**src/rtl/uart_rx_oversampled.sv**
```systemverilog
// ---------------------------------------------------------------------------
// uart_rx_oversampled
// 8N1 UART receiver, LSB first, with its own oversampling tick generator,
// two-flop input synchroniser, saturating-counter noise filter, start-bit
// validation and framing-error detection.
//
// Ports
//   CLOCK_50   in   system clock, rising edge
//   rst        in   synchronous, active-high reset
//   UART_RXD   in   asynchronous serial line, idles high
//   rx_data    out  [7:0] last correctly framed byte (held until next frame)
//   rx_valid   out  one-cycle pulse when rx_data is updated
//   frame_err  out  one-cycle pulse when a stop bit is sampled low
//   busy       out  high whenever the receiver FSM is not idle
// ---------------------------------------------------------------------------
module uart_rx_oversampled #(
    parameter int CLK_FREQ     = 50000000,
    parameter int BAUD         = 115200,
    parameter int OVERSAMPLING = 8
) (
    input  logic       CLOCK_50,
    input  logic       rst,
    input  logic       UART_RXD,
    output logic [7:0] rx_data,
    output logic       rx_valid,
    output logic       frame_err,
    output logic       busy
);

    localparam int DIV   = CLK_FREQ / (BAUD * OVERSAMPLING);
    localparam int DIV_W = (DIV > 1) ? $clog2(DIV) : 1;
    localparam int SC_W  = $clog2(OVERSAMPLING);

    localparam logic [DIV_W-1:0] DIV_LAST = DIV_W'(DIV - 1);
    localparam logic [SC_W-1:0]  SC_LAST  = SC_W'(OVERSAMPLING - 1);
    localparam logic [SC_W-1:0]  SC_MID   = SC_W'(OVERSAMPLING / 2 - 1);

    typedef enum logic [2:0] {
        ST_IDLE  = 3'd0,
        ST_START = 3'd1,
        ST_DATA  = 3'd2,
        ST_STOP  = 3'd3,
        ST_BREAK = 3'd4
    } state_t;

    logic [DIV_W-1:0] div_r;
    logic             tick_s;
    logic [1:0]       sync_r;
    logic             rx_s;
    logic [1:0]       filt_cnt_r;
    logic [1:0]       filt_cnt_n;
    logic             rx_f_r;

    state_t           state_r;
    state_t           state_n;
    logic [SC_W-1:0]  sc_r;
    logic [SC_W-1:0]  sc_n;
    logic [2:0]       bi_r;
    logic [2:0]       bi_n;
    logic [7:0]       shift_r;
    logic [7:0]       shift_n;
    logic [7:0]       rx_data_r;
    logic [7:0]       rx_data_n;
    logic             rx_valid_r;
    logic             rx_valid_n;
    logic             frame_err_r;
    logic             frame_err_n;
    logic             busy_r;

    assign tick_s    = (div_r == DIV_LAST);
    assign rx_s      = sync_r[1];
    assign rx_data   = rx_data_r;
    assign rx_valid  = rx_valid_r;
    assign frame_err = frame_err_r;
    assign busy      = busy_r;

    // Free-running oversampling divider; wraps after the tick cycle.
    always_ff @(posedge CLOCK_50) begin
        if (rst) begin
            div_r <= '0;
        end else if (tick_s) begin
            div_r <= '0;
        end else begin
            div_r <= div_r + DIV_W'(1);
        end
    end

    // Two-flop synchroniser; resets to the idle (high) line level.
    always_ff @(posedge CLOCK_50) begin
        if (rst) begin
            sync_r <= 2'b11;
        end else begin
            sync_r <= {sync_r[0], UART_RXD};
        end
    end

    // Saturating up/down step of the noise-filter counter.
    always_comb begin
        filt_cnt_n = filt_cnt_r;
        if (rx_s && (filt_cnt_r != 2'd3)) begin
            filt_cnt_n = filt_cnt_r + 2'd1;
        end else if (!rx_s && (filt_cnt_r != 2'd0)) begin
            filt_cnt_n = filt_cnt_r - 2'd1;
        end else begin
            filt_cnt_n = filt_cnt_r;
        end
    end

    // Filter state: the filtered bit follows the counter only at its rails,
    // so a level change needs three consecutive agreeing ticks to pass.
    always_ff @(posedge CLOCK_50) begin
        if (rst) begin
            filt_cnt_r <= 2'd3;
            rx_f_r     <= 1'b1;
        end else if (tick_s) begin
            filt_cnt_r <= filt_cnt_n;
            if (filt_cnt_n == 2'd3) begin
                rx_f_r <= 1'b1;
            end else if (filt_cnt_n == 2'd0) begin
                rx_f_r <= 1'b0;
            end else begin
                rx_f_r <= rx_f_r;
            end
        end else begin
            filt_cnt_r <= filt_cnt_r;
            rx_f_r     <= rx_f_r;
        end
    end

    // FSM state register.
    always_ff @(posedge CLOCK_50) begin
        if (rst) begin
            state_r <= ST_IDLE;
        end else begin
            state_r <= state_n;
        end
    end

    // Next-state and datapath decisions; everything moves on tick cycles only.
    always_comb begin
        state_n     = state_r;
        sc_n        = sc_r;
        bi_n        = bi_r;
        shift_n     = shift_r;
        rx_data_n   = rx_data_r;
        rx_valid_n  = 1'b0;
        frame_err_n = 1'b0;
        if (tick_s) begin
            case (state_r)
                ST_IDLE: begin
                    if (!rx_f_r) begin
                        state_n = ST_START;
                        sc_n    = '0;
                    end else begin
                        state_n = ST_IDLE;
                    end
                end
                ST_START: begin
                    // Re-check the line half a bit in to reject short lows.
                    if (sc_r == SC_MID) begin
                        if (!rx_f_r) begin
                            state_n = ST_DATA;
                            sc_n    = '0;
                            bi_n    = 3'd0;
                        end else begin
                            state_n = ST_IDLE;
                        end
                    end else begin
                        sc_n = sc_r + SC_W'(1);
                    end
                end
                ST_DATA: begin
                    if (sc_r == SC_LAST) begin
                        shift_n = {rx_f_r, shift_r[7:1]};
                        sc_n    = '0;
                        if (bi_r == 3'd7) begin
                            state_n = ST_STOP;
                        end else begin
                            bi_n = bi_r + 3'd1;
                        end
                    end else begin
                        sc_n = sc_r + SC_W'(1);
                    end
                end
                ST_STOP: begin
                    // Decided mid stop bit so the next start edge is not missed.
                    if (sc_r == SC_LAST) begin
                        sc_n = '0;
                        if (rx_f_r) begin
                            rx_data_n  = shift_r;
                            rx_valid_n = 1'b1;
                            state_n    = ST_IDLE;
                        end else begin
                            frame_err_n = 1'b1;
                            state_n     = ST_BREAK;
                        end
                    end else begin
                        sc_n = sc_r + SC_W'(1);
                    end
                end
                ST_BREAK: begin
                    // A held-low line must go high before a new start is armed.
                    if (rx_f_r) begin
                        state_n = ST_IDLE;
                    end else begin
                        state_n = ST_BREAK;
                    end
                end
                default: begin
                    state_n = ST_IDLE;
                end
            endcase
        end else begin
            state_n = state_r;
        end
    end

    // Datapath and registered outputs; busy tracks the state register exactly.
    always_ff @(posedge CLOCK_50) begin
        if (rst) begin
            sc_r        <= '0;
            bi_r        <= 3'd0;
            shift_r     <= 8'h00;
            rx_data_r   <= 8'h00;
            rx_valid_r  <= 1'b0;
            frame_err_r <= 1'b0;
            busy_r      <= 1'b0;
        end else begin
            sc_r        <= sc_n;
            bi_r        <= bi_n;
            shift_r     <= shift_n;
            rx_data_r   <= rx_data_n;
            rx_valid_r  <= rx_valid_n;
            frame_err_r <= frame_err_n;
            busy_r      <= (state_n != ST_IDLE);
        end
    end

endmodule

```
**config.mk**
```make
export PLATFORM = sky130hd
export DESIGN_NAME = uart_rx_oversampled
export DESIGN_NICKNAME = d
export VERILOG_FILES = /design/src/rtl/uart_rx_oversampled.sv
export SDC_FILE = /design/constraint.sdc
export NUM_CORES = 1
export LEC_CHECK = 0
export ABC_AREA = 1
export BUFFER_PORTS_ARGS = -buffer_cell sky130_fd_sc_hd__buf_2
export CORE_AREA = 8 8 77 79
export CTS_CLUSTER_SIZE = 16
export DETAILED_ROUTE_END_ITERATION = 6
export DIE_AREA = 0 0 85 87
export HOLD_SLACK_MARGIN = 0.1
export PLACE_DENSITY = 0.63
export SLEW_MARGIN = 20
export SYNTH_ARGS = -nofsm -noshare
export SYNTH_HDL_FRONTEND = slang
export SYNTH_SLANG_ARGS = --single-unit
```
**constraint.sdc**
```tcl
create_clock -name CLOCK_50 -period 4.8 [get_ports CLOCK_50]
set_clock_uncertainty 0.05 [all_clocks]
set_input_delay 0.96 -clock CLOCK_50 [delete_from_list [all_inputs] [get_ports CLOCK_50]]
set_output_delay 0.96 -clock CLOCK_50 [all_outputs]
set_load 0.01 [all_outputs]
```
==> results.md <==
- The flow ran to the end, and the final reports show no timing, DRC or antenna violations.
- The total power divided by cell area is 271 nW/µm².
- The post-synthesis xor/xnor area fraction is 0.00966.
- The floorplan step defined a die boundary enclosing 7400 µm².
- The detailed-route vias per instance is 4.72.
- The number of distinct library cell variants in the gate-level netlist after synthesis is 30.
- The via count of the first global-routing pass is 1,381.
- For the pin with the worst max-slew slack, the measured transition is 0.621 ns.
- Of the available clock period, the critical path in the final layout requires 0.398.
- For this run, the post-layout net count is 266.
- Max-cap violations in this run came to 0.
- The kind of end point of the critical path is a flop.
- The clock passes through at most 2 buffers.
- The hold buffer count at CTS is 0.
- The arrival time at the worst endpoint is 2.09 ns.
- Measured against the total synthesized area, the mux share comes to 0.
- Once layout is complete, the utilization of the core stands at 0.411.
- The clock tree root buffer cell is clkbuf_8.
- After routing the design area is 1990 µm².
- The die width is 85 µm.
- During synthesis, Yosys emitted a total of 0 warnings.
- The total negative setup slack is 0 ns.
- The launch point of the worst reg-to-reg path is sc_r[0]$_SDFFE_PP0P_.
- The post-cts resize count is 0.
- The fraction of the mapped netlist area in compound gates came to 0.147.
- After clock tree synthesis, the setup repair step added 0 buffers.
- Summed over all layers, the routed wires come to 3300 µm.
- Along the worst path, the maximum fanout reaches 23.
- Setup repair after global routing left no endpoint under its margin.
- Measured against its own limit, the worst slew margin works out to 0.586.
- The hold violation count in the final report was 0.
- The number of design-rule violations left by the first detailed-router iteration is 146.
- The clock input transition at the sequential cells of the worst setup and hold paths is 0.07 ns.
- The classification of the worst-slack hold path is flop to flop.
- Leaving out fill and tap cells, the most frequent cells in the layout are dfxtp_1, nor2_1, nand2_1.
- The total vias in the final route is 1,453.
- The count of input and output buffers is 13.
- The startpoint kind of the worst setup timing path is a primary input.
- The share of layout cells above drive strength 1 is 0.171.
- The insertion delay to the later sink of the worst-skew pair is 0.28 ns.
- The number of max-slew violations in the final report is 0.
- In this run the worst setup path begins at rst.
- For this run, the register share of the synthesized area comes to 0.430.
- CTS saw 39 sinks.
- The total setup violations reported at the end of the flow is 0.
- The synthesized design contains 39 register bits.
- Pin placement for this block handled 14 I/O pins.
- In the final routed layout, each cell accounts on average for 10.7 µm.
- IR analysis of the VDD net gives a maximum drop of 90.4 µV.
- 0 antenna diodes ended up in the layout.
- The combined area of all synthesized cells is 1810 µm².
- The DRC violations left is 0.
- The global routing usage summed across all routing layers is 0.0986.
- Once detail routing completed, the nets flagged for antenna violations numbered 0.
- Timing analysis after detailed placement gives a worst setup slack of 2.58 ns.
- By area, the combinational part of the netlist is dominated by simple AND/OR/NAND/NOR gates.
- The count of filler cells inserted in the layout is 512.
- The simple-gate share of the synthesized area is 0.251.
- The synthesized netlist net count is 250.
- The analysis attributes to cell leakage a power of 0.890 nW.
- The library cell used most frequently in the layout, excluding fill and tap cells, is dfxtp_1.
- The initial utilization of the core area, before any placement, comes to 0.374.
- The die boundary height is 87 µm.
- The residual overflow from global routing is 0.
- Of the total synthesized cell area, the portion taken by full adders, half adders and majority gates is 0.0690.
- The routed design could run at a clock period as short as 1.91 ns.
- By startpoint and endpoint, the worst setup path is classified as primary input to flop.
- The total area inside the core boundary comes to 4850 µm².
- Each instance of the synthesized netlist takes up on average 7.66 µm².
- The placed instances occupy a cell area of 1920 µm².
- Routability-driven placement finished with a final weighted congestion of 0.786.
- For this run, the top clock speed supported by timing is 523 MHz.
- The clock tree from TritonCTS is yes.
- The number of antenna violations at the first check in global routing was 0.
- The wire length of the first global-routing pass is 5860 µm.
- The number of levels in the clock H-tree is 2.
- The half-perimeter wire length after detailed placement is 2350 µm.
- Counting every instance in the synthesized netlist gives 237.
- STA puts the critical path data required time at 4.98 ns.
- The non-filler instance count after layout is 308.
- Relative to the synthesized area, the layout overhead comes to 9.79%.
- TritonCTS created 5 clock buffers.
- The number of placement rows is 26.
- Counting tap cells, the placed design contains a total of 302 instances.
- Setup slack closes at 2.89 ns.
- The startpoint identified for the worst hold timing path is sync_r[0]$_SDFF_PP1_.
- The first-pass iteration count of the detailed router is 4.
- Entering global routing, the biggest net connects 24 pins.
## critical path, cell delays in order
cell	delay [ns]
buf_2	0.14
inv_1	0.47
nand2_1	0.15
nor2_1	0.15
nand2_1	0.07
nand2_1	0.07
nor2_1	0.04
nand2_1	0.05
## cell type report
| cell class | count | area (µm²) | area share |
|---|---|---|---|
| multi-input combinational | 157 | 865 | 0.434 |
| sequential | 39 | 781 | 0.392 |
| inverter | 37 | 139 | 0.0697 |
| clock buffer | 6 | 72.6 | 0.0364 |
| tap | 56 | 70.1 | 0.0352 |
| timing repair buffer | 13 | 65.1 | 0.0327 |
## report_power, final
part	total, mW	leakage [nW]	switching [mW]	internal (mW)
clock	0.196	0.0371	0.0993	0.0967
combinational	0.0155	0.537	0.0100	0.00550
sequential	0.329	0.315	0.00217	0.326
total	0.540	0.890	0.111	0.429
## routing by layer
layer	vias up	global-route usage	routed length, µm
li1	788	-	-
met1	646	0.116	1680
met2	15	0.154	1440
met3	4	0.0368	123
met4	0	0.0485	60
met5	-	0	0
## path summary, 6_finish.rpt
path	endpoint	slack, ns	cells after the start
worst max-delay path	busy$_SDFF_PP0_	2.89	8
worst min-delay path	sync_r[1]$_SDFF_PP1_	0.37	1
worst max register to register	rx_data[5]$_SDFFE_PP0P_	2.95	7
worst min register to register	sync_r[1]$_SDFF_PP1_	0.37	1
## cell usage after synthesis
library cell,count,share of area
dfxtp_1,39,0.43
nor2_1,32,0.066
nand2_1,31,0.064
inv_1,30,0.062
a21oi_1,26,0.072
o21ai_0,19,0.052
ha_1,10,0.069
nand3_1,9,0.025
inv_2,7,0.014
nand3_2,4,0.022
nor2_2,4,0.014
nor2_4,3,0.019
or2_2,3,0.010
a22oi_1,2,0.0083
nand2_2,2,0.0069
o21ai_1,2,0.0055
a21oi_2,1,0.0048
buf_2,1,0.0028
buf_4,1,0.0041
clkbuf_1,1,0.0021
clkbuf_8,1,0.0076
nand2_4,1,0.0062
nand3b_1,1,0.0041
nand4_1,1,0.0035
nor3_1,1,0.0028
nor3b_1,1,0.0041
o211ai_1,1,0.0041
or2_0,1,0.0035
xnor2_1,1,0.0048
xor2_1,1,0.0048
## flip-flops by register name, summed over array words and instances, names as in the netlist
signal      count
bi_r            3
busy            1
div_r           6
filt_cnt_r      2
frame_err       1
rx_data         8
rx_f_r          1
rx_valid        1
sc_r            3
shift_r         8
state_r         3
sync_r          2
## kinds of logic (layout without fill, tap and decap cells)
family	count (synthesis)	after routing
XOR/XNOR	2	2
AO/OA/AOI/OAI	51	51
AND/OR/NAND/NOR	94	94
adder cells (fa/ha/maj)	10	10
flip-flops	39	39
buffers and inverters	41	56
## metrics by stage
step	hold WS (ns)	total power [mW]
final	0.373	0.540
after global routing	0.396	0.564
after CTS	0.377	0.548
after detailed placement	0.359	0.352
after global placement	0.361	0.351
after floorplan	0.339	0.348
Power figures use the tool's default switching activity.
